File: config.mk
export PLATFORM = sky130hd
export DESIGN_NAME = uart_imem_loader
export DESIGN_NICKNAME = d
export VERILOG_FILES = /design/src/rtl/loader_pkg.sv /design/src/rtl/uart_rx_byte.sv /design/src/rtl/uart_imem_loader.sv
export SDC_FILE = /design/constraint.sdc
export NUM_CORES = 1
export LEC_CHECK = 0
export ABC_AREA = 1
export ABC_CLOCK_PERIOD_IN_PS = 5000
export CAP_MARGIN = 20
export CORE_ASPECT_RATIO = 0.6
export CORE_UTILIZATION = 35
export CTS_CLUSTER_DIAMETER = 30
export DETAILED_ROUTE_END_ITERATION = 8
export PLACE_DENSITY = 0.66
export SLEW_MARGIN = 20
export SYNTH_ARGS = -nofsm -noshare
export SYNTH_HDL_FRONTEND = slang
export SYNTH_SLANG_ARGS = --single-unit
File: constraint.sdc
create_clock -name clk -period 5 [get_ports clk]
set_input_delay 1 -clock clk [delete_from_list [all_inputs] [get_ports clk]]
set_output_delay 1 -clock clk [all_outputs]
set_load 0.005 [all_outputs]
File: src/rtl/loader_pkg.sv
`default_nettype none
// ============================================================================
// Module      : loader_pkg
// Description : Shared types and helpers for the UART instruction-memory
//               loader: loader/RX state encodings and baud divisor function.
//               The CSUM loader state is only used when LOADER_CHECKSUM_EN
//               is defined.
// Revision    : 1.0 - initial release
// ============================================================================
package loader_pkg;

    // Loader (image-level) states
    typedef enum logic [2:0] {
        LD_HDR_LO = 3'd0,
        LD_HDR_HI = 3'd1,
        LD_DATA   = 3'd2,
        LD_CSUM   = 3'd3,
        LD_DONE   = 3'd4,
        LD_ERR    = 3'd5
    } ld_state_t;

    // UART receiver (bit-level) states
    typedef enum logic [1:0] {
        RX_IDLE  = 2'd0,
        RX_START = 2'd1,
        RX_DATA  = 2'd2,
        RX_STOP  = 2'd3
    } rx_state_t;

    // Clock cycles per UART bit (integer division)
    function automatic int calc_clks_per_bit(input int clk_freq, input int baud);
        return clk_freq / baud;
    endfunction

endpackage
`default_nettype wire

File: src/rtl/uart_rx_byte.sv
`default_nettype none
// ============================================================================
// Module      : uart_rx_byte
// Description : 8N1 UART byte receiver. Two-flop input synchroniser, baud
//               counter and RX FSM. Emits a one-cycle byte_valid with the
//               byte, or a one-cycle frame_err when the stop bit reads 0.
// Revision    : 1.0 - initial release
// ============================================================================
module uart_rx_byte
    import loader_pkg::*;
#(
    parameter int CLKS_PER_BIT = 868
) (
    input  logic       clk,
    input  logic       rst,
    input  logic       rx,
    output logic       byte_valid,
    output logic [7:0] byte_data,
    output logic       frame_err
);

    localparam int CNT_W = $clog2(CLKS_PER_BIT + 1);
    localparam logic [CNT_W-1:0] BIT_END  = CNT_W'(CLKS_PER_BIT - 1);
    localparam logic [CNT_W-1:0] HALF_END = CNT_W'(CLKS_PER_BIT / 2 - 1);

    logic            sync1_q, sync2_q;
    rx_state_t       state_q, state_d;
    logic [CNT_W-1:0] cnt_q, cnt_d;
    logic [2:0]      bit_idx_q, bit_idx_d;
    logic [7:0]      shift_q, shift_d;
    logic            byte_valid_q, byte_valid_d;
    logic            frame_err_q, frame_err_d;

    // Synchroniser and state registers; synchroniser idles high like the line
    always_ff @(posedge clk) begin
        if (rst) begin
            sync1_q      <= 1'b1;
            sync2_q      <= 1'b1;
            state_q      <= RX_IDLE;
            cnt_q        <= '0;
            bit_idx_q    <= '0;
            shift_q      <= '0;
            byte_valid_q <= 1'b0;
            frame_err_q  <= 1'b0;
        end else begin
            sync1_q      <= rx;
            sync2_q      <= sync1_q;
            state_q      <= state_d;
            cnt_q        <= cnt_d;
            bit_idx_q    <= bit_idx_d;
            shift_q      <= shift_d;
            byte_valid_q <= byte_valid_d;
            frame_err_q  <= frame_err_d;
        end
    end

    // RX FSM: start-bit qualification at half bit, then mid-bit sampling
    always_comb begin
        state_d      = state_q;
        cnt_d        = cnt_q;
        bit_idx_d    = bit_idx_q;
        shift_d      = shift_q;
        byte_valid_d = 1'b0;
        frame_err_d  = 1'b0;
        case (state_q)
            RX_IDLE: begin
                cnt_d = '0;
                if (!sync2_q) begin
                    state_d = RX_START;
                end
            end
            RX_START: begin
                if (cnt_q == HALF_END) begin
                    cnt_d     = '0;
                    bit_idx_d = '0;
                    // A line already back high is a glitch, not a start bit
                    state_d   = sync2_q ? RX_IDLE : RX_DATA;
                end else begin
                    cnt_d = cnt_q + CNT_W'(1);
                end
            end
            RX_DATA: begin
                if (cnt_q == BIT_END) begin
                    cnt_d     = '0;
                    shift_d   = {sync2_q, shift_q[7:1]};
                    bit_idx_d = bit_idx_q + 3'd1;
                    if (bit_idx_q == 3'd7) begin
                        state_d = RX_STOP;
                    end
                end else begin
                    cnt_d = cnt_q + CNT_W'(1);
                end
            end
            RX_STOP: begin
                if (cnt_q == BIT_END) begin
                    cnt_d        = '0;
                    byte_valid_d = sync2_q;
                    frame_err_d  = !sync2_q;
                    state_d      = RX_IDLE;
                end else begin
                    cnt_d = cnt_q + CNT_W'(1);
                end
            end
            default: state_d = RX_IDLE;
        endcase
    end

    assign byte_valid = byte_valid_q;
    assign byte_data  = shift_q;
    assign frame_err  = frame_err_q;

endmodule
`default_nettype wire

File: src/rtl/uart_imem_loader.sv
`default_nettype none
// ============================================================================
// Module      : uart_imem_loader
// Description : Boot-time program loader. Receives a length-prefixed image
//               over UART, writes it word by word into instruction memory and
//               holds the core in reset until the image is loaded.
//               Optional macro LOADER_CHECKSUM_EN adds a trailing XOR
//               checksum byte over header and data.
// Revision    : 1.0 - initial release
// ============================================================================
module uart_imem_loader
    import loader_pkg::*;
#(
    parameter int CLK_FREQ = 100000000,
    parameter int BAUD     = 115200,
    parameter int ADDR_W   = 10
) (
    input  logic              clk,
    input  logic              rst,
    input  logic              rx,
    output logic              imem_we,
    output logic [ADDR_W-1:0] imem_addr,
    output logic [31:0]       imem_wdata,
    output logic              core_rst,
    output logic              load_done,
    output logic              load_err,
    output logic [15:0]       words_loaded
);

    localparam int CLKS_PER_BIT = calc_clks_per_bit(CLK_FREQ, BAUD);
    localparam logic [16:0] CAPACITY = 17'(2 ** ADDR_W);

    logic       byte_valid;
    logic [7:0] byte_data;
    logic       frame_err;

    uart_rx_byte #(
        .CLKS_PER_BIT (CLKS_PER_BIT)
    ) u_rx (
        .clk        (clk),
        .rst        (rst),
        .rx         (rx),
        .byte_valid (byte_valid),
        .byte_data  (byte_data),
        .frame_err  (frame_err)
    );

    ld_state_t         state_q, state_d;
    logic [15:0]       n_q, n_d;
    logic [31:0]       word_q, word_d;
    logic [1:0]        byte_idx_q, byte_idx_d;
    logic              we_q, we_d;
    logic [ADDR_W-1:0] addr_q, addr_d;
    logic [31:0]       wdata_q, wdata_d;
    logic [15:0]       words_q, words_d;
    logic [16:0]       n_full;
`ifdef LOADER_CHECKSUM_EN
    logic [7:0]        csum_q, csum_d;
`endif

    // Loader state and datapath registers
    always_ff @(posedge clk) begin
        if (rst) begin
            state_q    <= LD_HDR_LO;
            n_q        <= '0;
            word_q     <= '0;
            byte_idx_q <= '0;
            we_q       <= 1'b0;
            addr_q     <= '0;
            wdata_q    <= '0;
            words_q    <= '0;
`ifdef LOADER_CHECKSUM_EN
            csum_q     <= '0;
`endif
        end else begin
            state_q    <= state_d;
            n_q        <= n_d;
            word_q     <= word_d;
            byte_idx_q <= byte_idx_d;
            we_q       <= we_d;
            addr_q     <= addr_d;
            wdata_q    <= wdata_d;
            words_q    <= words_d;
`ifdef LOADER_CHECKSUM_EN
            csum_q     <= csum_d;
`endif
        end
    end

    // Loader FSM: header parse, little-endian word assembly, write strike
    always_comb begin
        state_d    = state_q;
        n_d        = n_q;
        word_d     = word_q;
        byte_idx_d = byte_idx_q;
        we_d       = 1'b0;
        addr_d     = addr_q;
        wdata_d    = wdata_q;
        words_d    = words_q;
        n_full     = {1'b0, byte_data, n_q[7:0]};
`ifdef LOADER_CHECKSUM_EN
        csum_d     = csum_q;
        if (byte_valid && (state_q == LD_HDR_LO || state_q == LD_HDR_HI ||
                           state_q == LD_DATA)) begin
            csum_d = csum_q ^ byte_data;
        end
`endif

        // Cycle after a strike: advance address/count and detect image end
        if (we_q) begin
            addr_d  = addr_q + ADDR_W'(1);
            words_d = words_q + 16'd1;
            if (words_q + 16'd1 == n_q) begin
`ifdef LOADER_CHECKSUM_EN
                state_d = LD_CSUM;
`else
                state_d = LD_DONE;
`endif
            end
        end

        case (state_q)
            LD_HDR_LO: begin
                if (frame_err) begin
                    state_d = LD_ERR;
                end else if (byte_valid) begin
                    n_d[7:0] = byte_data;
                    state_d  = LD_HDR_HI;
                end
            end
            LD_HDR_HI: begin
                if (frame_err) begin
                    state_d = LD_ERR;
                end else if (byte_valid) begin
                    n_d = n_full[15:0];
                    if (n_full == 17'd0) begin
                        state_d = LD_DONE;
                    end else if (n_full > CAPACITY) begin
                        state_d = LD_ERR;
                    end else begin
                        state_d = LD_DATA;
                    end
                end
            end
            LD_DATA: begin
                if (frame_err) begin
                    state_d = LD_ERR;
                end else if (byte_valid) begin
                    word_d[{byte_idx_q, 3'b000} +: 8] = byte_data;
                    byte_idx_d = byte_idx_q + 2'd1;
                    if (byte_idx_q == 2'd3) begin
                        we_d    = 1'b1;
                        wdata_d = {byte_data, word_q[23:0]};
                    end
                end
            end
`ifdef LOADER_CHECKSUM_EN
            LD_CSUM: begin
                if (frame_err) begin
                    state_d = LD_ERR;
                end else if (byte_valid) begin
                    state_d = (byte_data == csum_q) ? LD_DONE : LD_ERR;
                end
            end
`endif
            // DONE and ERR hold until reset; received bytes are discarded
            default: ;
        endcase
    end

    assign imem_we      = we_q;
    assign imem_addr    = addr_q;
    assign imem_wdata   = wdata_q;
    assign words_loaded = words_q;
    assign core_rst     = (state_q != LD_DONE);
    assign load_done    = (state_q == LD_DONE);
    assign load_err     = (state_q == LD_ERR);

endmodule
`default_nettype wire

# --- After elaboration in Yosys (flattened, before gate mapping) ---
# Cells that the tools add are included.
op_classes:
  add_sub_neg: 6
  magnitude_cmp: 1
  n_eq_ne: 18
  n_shift: 2
  mux: 29
  bitwise_logic: 6
  reduce_logical: 15
ops:
  columns: ["op", "n"]
  rows:
  - ["two-way mux 3 bit", 11]
  - ["bitwise mux 32 bit", 1]
  - ["variable shift 8 x 7 -> 32 bit, first input constant", 1]
  - ["variable part select 8 x 7 -> 32 bit", 1]
  - ["one-hot mux 10 bit (3 select lines)", 1]
  - ["two-way mux 8 bit", 3]
  - ["adder 10 x 1 -> 10 bit, second input constant", 2]
  - ["two-way mux 10 bit", 2]
  - ["adder 16 x 1 -> 16 bit, second input constant", 1]
  - ["equality test 16 bit", 1]
  - ["> comparator 16 x 11 -> 1 bit, second input constant", 1]
  - ["zero test 16 bit", 1]
  - ["one-hot mux 8 bit (2 select lines)", 1]
  - ["two-way mux 2 bit", 6]
  - ["equality test 10 bit, second input constant", 1]
  - ["equality test 10 x 9 -> 1 bit, second input constant", 1]
  - ["equality test 3 bit, second input constant", 3]
  - ["one-hot mux 3 bit (3 select lines)", 1]
  - ["AND reduction 3 bit", 3]
  - ["inequality test 2 x 1 -> 1 bit, second input constant", 4]
  - ["one-hot mux 2 bit (4 select lines)", 1]
  - ["AND reduction 4 bit", 2]
  - ["negator 5 -> 7 bit", 1]
  - ["equality test 2 bit, second input constant", 3]
  - ["other kinds (19)", 24]
word_totals:
  regBits: 139
  in_bits: 3
  out_inout_bits: 62
  wordCells: 94

# --- Logic depth before layout (Yosys ltp) ---
logic_depth:
  word_depth: 7
  mapped_depth: 15
  depth_no_buf: 15

# --- Cells and area by module ---
# A second synthesis with hierarchy kept.
unflattened:
  hier_cells: 829
  area_unflattened_um2: 5980.7
modules_own_cells:
  columns: ["mod", "instances", "cells_per_inst", "area_per_inst_um2", "seq_area_each_um2"]
  rows:
  - ["uart_imem_loader", 1, 670, 4767.1, 2082.0]
  - ["uart_rx_byte", 1, 159, 1213.7, 540.5]

# --- Worst setup path before layout ---
# No wires, ideal clock.
synth_timing:
  kind: "reg-to-reg"
  from: "register words_q[0], in the netlist words_loaded[0]"
  to: "register state_q[0]"
  setup_ns: 0.125
  arrival_time_ns: 1.701
  required_ns: 4.875
  path_slack_ns: 3.174
  path_stages_with_launch: 15
  path_buffers: 0
  synth_period_minus_slack_ns: 1.826
  cell_sequence: "dfxtp_1 -> ha_1 -> nand2_1 -> nor2_4 -> nand3_2 -> nand3_1 -> nand2_1 -> nor2_1 -> nand2_1 -> nor2_2 -> nand3_2 -> nand2_1 -> nand2_1 -> nand2_1 -> a21oi_2"
synth_via:
  elab_chain_cells: 7
  word_cells_on_any_way: 10
  cone_classes: "add/sub (1); eq/ne (1); mux (8)"
synth_rtl:
  columns: ["element", "line_no", "rtl"]
  rows:
  - ["start: declaration", "uart_imem_loader.sv:55", "logic [15:0] words_q, words_d;"]
  - ["start signal: assignment", "uart_imem_loader.sv:83", "words_q <= words_d;"]
  - ["adder 16 x 1 -> 16 bit (*)", "uart_imem_loader.sv:113", "if (words_q + 16'd1 == n_q) begin"]
  - ["equality test 16 bit (*)", "uart_imem_loader.sv:113", null]
  - ["two-way mux 3 bit (*)", "uart_imem_loader.sv:113", null]
  - ["two-way mux 3 bit (*)", "uart_imem_loader.sv:110", "if (we_q) begin"]
  - ["two-way mux 3 bit, on equally long branches", "uart_imem_loader.sv:134, uart_imem_loader.sv:126", null]
  - ["two-way mux 3 bit, on equally long branches", "uart_imem_loader.sv:132, uart_imem_loader.sv:124", null]
  - ["one-hot mux 3 bit (3 select lines) (*)", "uart_imem_loader.sv:122", "case (state_q)"]
  - ["end signal: assignment", "uart_imem_loader.sv:76", "state_q <= state_d;"]
  - ["end: declaration", "uart_imem_loader.sv:48", "ld_state_t state_q, state_d;"]
# Every way passes the cells marked *; elsewhere a longest branch is shown, timed or not.
# A chain may end at the register's enable or synchronous reset.

==> impl_metrics.json <==
{
  "post_cts_resize_count": 0,
  "tightest_slew_ns": 0.960,
  "vias_per_cell": 4.89,
  "r2r_slack_ns": 2.64,
  "initial_utilization_pct": 36.0,
  "syn_avg_cell_area_um2": 7.52,
  "syn-cell-area_mm2": 0.00588,
  "synth_top_area_cell": "dfxtp_1",
  "worstReg2RegStart": "imem_we",
  "cp-start-kind": "input port",
  "met2_usage_pct": 24.6,
  "fin_tns_setup_ns": 0,
  "place_inst": 1048,
  "p_sw_share_pct": 23.7,
  "cts_max_level": 4,
  "grtUsageMet3_pct": 3.41,
  "worstPathArrival_ns": 3.52,
  "vias": 5269,
  "synthArstFlopShare_pct": 0,
  "path_clk_slew_ns": 0.06,
  "slew_headroom_pct": 36.0,
  "yosysSeqAreaShare_pct": 44.6,
  "fin_cells": 1078,
  "ir_drop_uv": 195,
  "placed_area_mm2": 0.00671,
  "numCtsBuffers": 17,
  "synth.net_count": 801,
  "wirelength_um": 14500,
  "p_leak_uw": 0.00275,
  "critical_path.max_stage_delay_ns": 0.86,
  "crit_required_ns": 5.29,
  "globalplace.congestion": 0.857,
  "dp_hpwl_um": 9920,
  "hp-class": "reg2reg",
  "fin_crit_sh_pct": 64.6,
  "p_per_area_mw_per_mm2": 321,
  "clk_latency_ns": 0.42,
  "min_from": "u_rx.sync1_q",
  "rsz0062_at_grt": "false",
  "crit_path_top_delay_cell": "clkinv_2",
  "clock_path_buffers": 2,
  "synth.top_cell.area_share_pct": 44.6,
  "ys.flop_type": "dfxtp_1",
  "hold_buffers": 0,
  "routedWlPerCell_um": 13.4,
  "drtIter0Drc": 414,
  "hold_path_depth": 1,
  "die_y_um": 102,
  "num-nets-final": 858,
  "syn_to_final_growth_pct": 23.4,
  "clock_sinks": 131,
  "fp.coreArea_mm2": 0.0164,
  "status": "complete, no violations",
  "antenna_cells": 0,
  "ys_ff_latch": 131,
  "portBuffers": 64,
  "synth_edf_count": 0,
  "cts_setup_buffers": 0,
  "yosys-top-cells-area": "dfxtp_1 45%, a21oi_1 7.7%, o21ai_0 7.3%, inv_1 6.8%, nand2_1 6.8%",
  "finalWorstSetupSlack_ns": 1.77,
  "root_buffer": "clkbuf_16",
  "holdPathEnd": "u_rx.sync2_q",
  "design_area_mm2": 0.00726,
  "pre_cts_ws_ns": 1.51,
  "timing.fmax_mhz": 310,
  "ys_warn_count": 0,
  "drcViolationCount": 0,
  "period_needed_ns": 3.23,
  "cts_tree": "done",
  "path_class": "in2reg",
  "antenna_found_initial": 0,
  "endpoint_kind": "flip-flop",
  "io_pins": 65,
  "p_clk_share_pct": 50.1,
  "grt_util_met1_pct": 26.9,
  "p_int_uw": 1780,
  "track_usage_pct": 17.6,
  "grt_pass1_vias": 4792,
  "p_comb_share_pct": 4.3,
  "drv_slew": 0,
  "dr.pass1.iters": 5,
  "yosysUniqueCellTypes": 42,
  "grt_overflow_total": 0,
  "reg2reg_to": "state_q[0]",
  "grt_max_degree": 83,
  "antenna_left": 0,
  "grt_pass1_wl_um": 23900,
  "cp_max_fo": 82,
  "final_hold_viol_count": 0,
  "netSwitchingPower_uw": 553,
  "die_area_mm2": 0.0173,
  "maxCapViolations": 0,
  "clock-skew-final_ns": 0.0114,
  "r2r_cells": 12,
  "rows": 36,
  "finalSetupViolCount": 0,
  "die_w_um": 169,
  "path_cells": "clkdlybuf4s50_1 > buf_4 > clkinv_2 > nand3_1 > nor3_1",
  "power_uw": 2330,
  "seqPwrFrac_pct": 45.6,
  "busiest_layer": "met1",
  "synthCells": 782,
  "final_layout_size_suffix_gt1_share_pct": 7.41
}
[logic make-up after synthesis]
logic type / count (synthesis) / synth area share (%)
compound gates: 225 / 20.9
simple gates: 261 / 20.5
fa+ha+maj: 16 / 3.40
xor+xnor: 8 / 1.42
flops: 131 / 44.6
buf+inv: 141 / 9.23
[cells in the final DEF, fill, tap and decap left out, types with 18 or more instances in the layout]
master,instances
nand3_1,34
a21oi_1,90
inv_1,106
dfxtp_1,131
nand2_1,106
clkdlybuf4s50_1,64
a31oi_1,19
o21ai_0,86
nor2_1,60
a211oi_1,18
[power groups by stage]
| stage | Clock (µW) | Sequential (µW) | Combinational [µW] |
|---|---|---|---|
| after floorplan | 0 | 1080 | 80.0 |
| after detailed placement | 0 | 1080 | 100 |
| after global routing | 1230 | 1060 | 115 |
| after CTS | 1190 | 1060 | 101 |
| final | 1170 | 1060 | 101 |
| after global placement | 0 | 1080 | 99.3 |
[metal layers]
metal / share of wire [%] / vias to the layer above
met5: 0 / -
met4: 0.97 / 0
met3: 6.1 / 12
met2: 39 / 145
met1: 54 / 2389
li1: - / 2723
[worst max-delay path, delay by kind of cell]
family	cells	cell delay, ns
buf+inv	3	1.71
simple gates	2	0.76
[worst max path at each step]
stage / depth (start not counted) / slack, ns / start / endpoint
after floorplan: 14 / 3.17 / words_loaded[0] / state_q[0]
after global placement: 5 / 1.49 / rst / u_rx.cnt_q[2]
after detailed placement: 5 / 1.51 / rst / u_rx.cnt_q[2]
after CTS: 5 / 1.94 / rst / u_rx.cnt_q[2]
after global routing: 5 / 1.48 / rst / u_rx.cnt_q[9]
final: 5 / 1.77 / rst / u_rx.cnt_q[5]
[state kept, by name, summed over array words and instances, names as in the netlist, 2 cells and up, named ones only]
signal	cells
imem_addr	10
imem_wdata	32
words_loaded	16
u_rx.bit_idx_q	3
u_rx.byte_data	8
byte_idx_q	2
word_q	24
state_q	3
n_q	16
u_rx.cnt_q	10
[synthesized netlist by cell type, drive strengths merged (3+ instances only)]
library cell  instances
dfxtp               131
nand2               111
inv                 109
a21oi                91
o21ai                88
nor2                 70
nand3                39
a31oi                19
clkbuf               19
a211oi               18
nor3                 18
ha                   16
nand4                12
buf                  10
xor2                  4
clkinv                3
nand3b                3
nor4                  3
xnor2                 3
[area by class of cell]
class / count / area, µm²
clock inverter: 12 / 113
multi-input combinational: 510 / 2720
sequential: 131 / 2620
inverter: 112 / 422
timing repair buffer: 67 / 663
fill: 1686 / 9090
tap: 228 / 285
clock buffer: 18 / 439
[metrics by stage]
stage / utilization, % / hold slack, ns
final: 44.4 / 0.417
after global routing: 44.4 / 0.425
after CTS: 44.4 / 0.422
after detailed placement: 41.0 / 0.408
after global placement: 41.0 / 0.401
after floorplan: - / 0.389
Power figures use the tool's default switching activity.
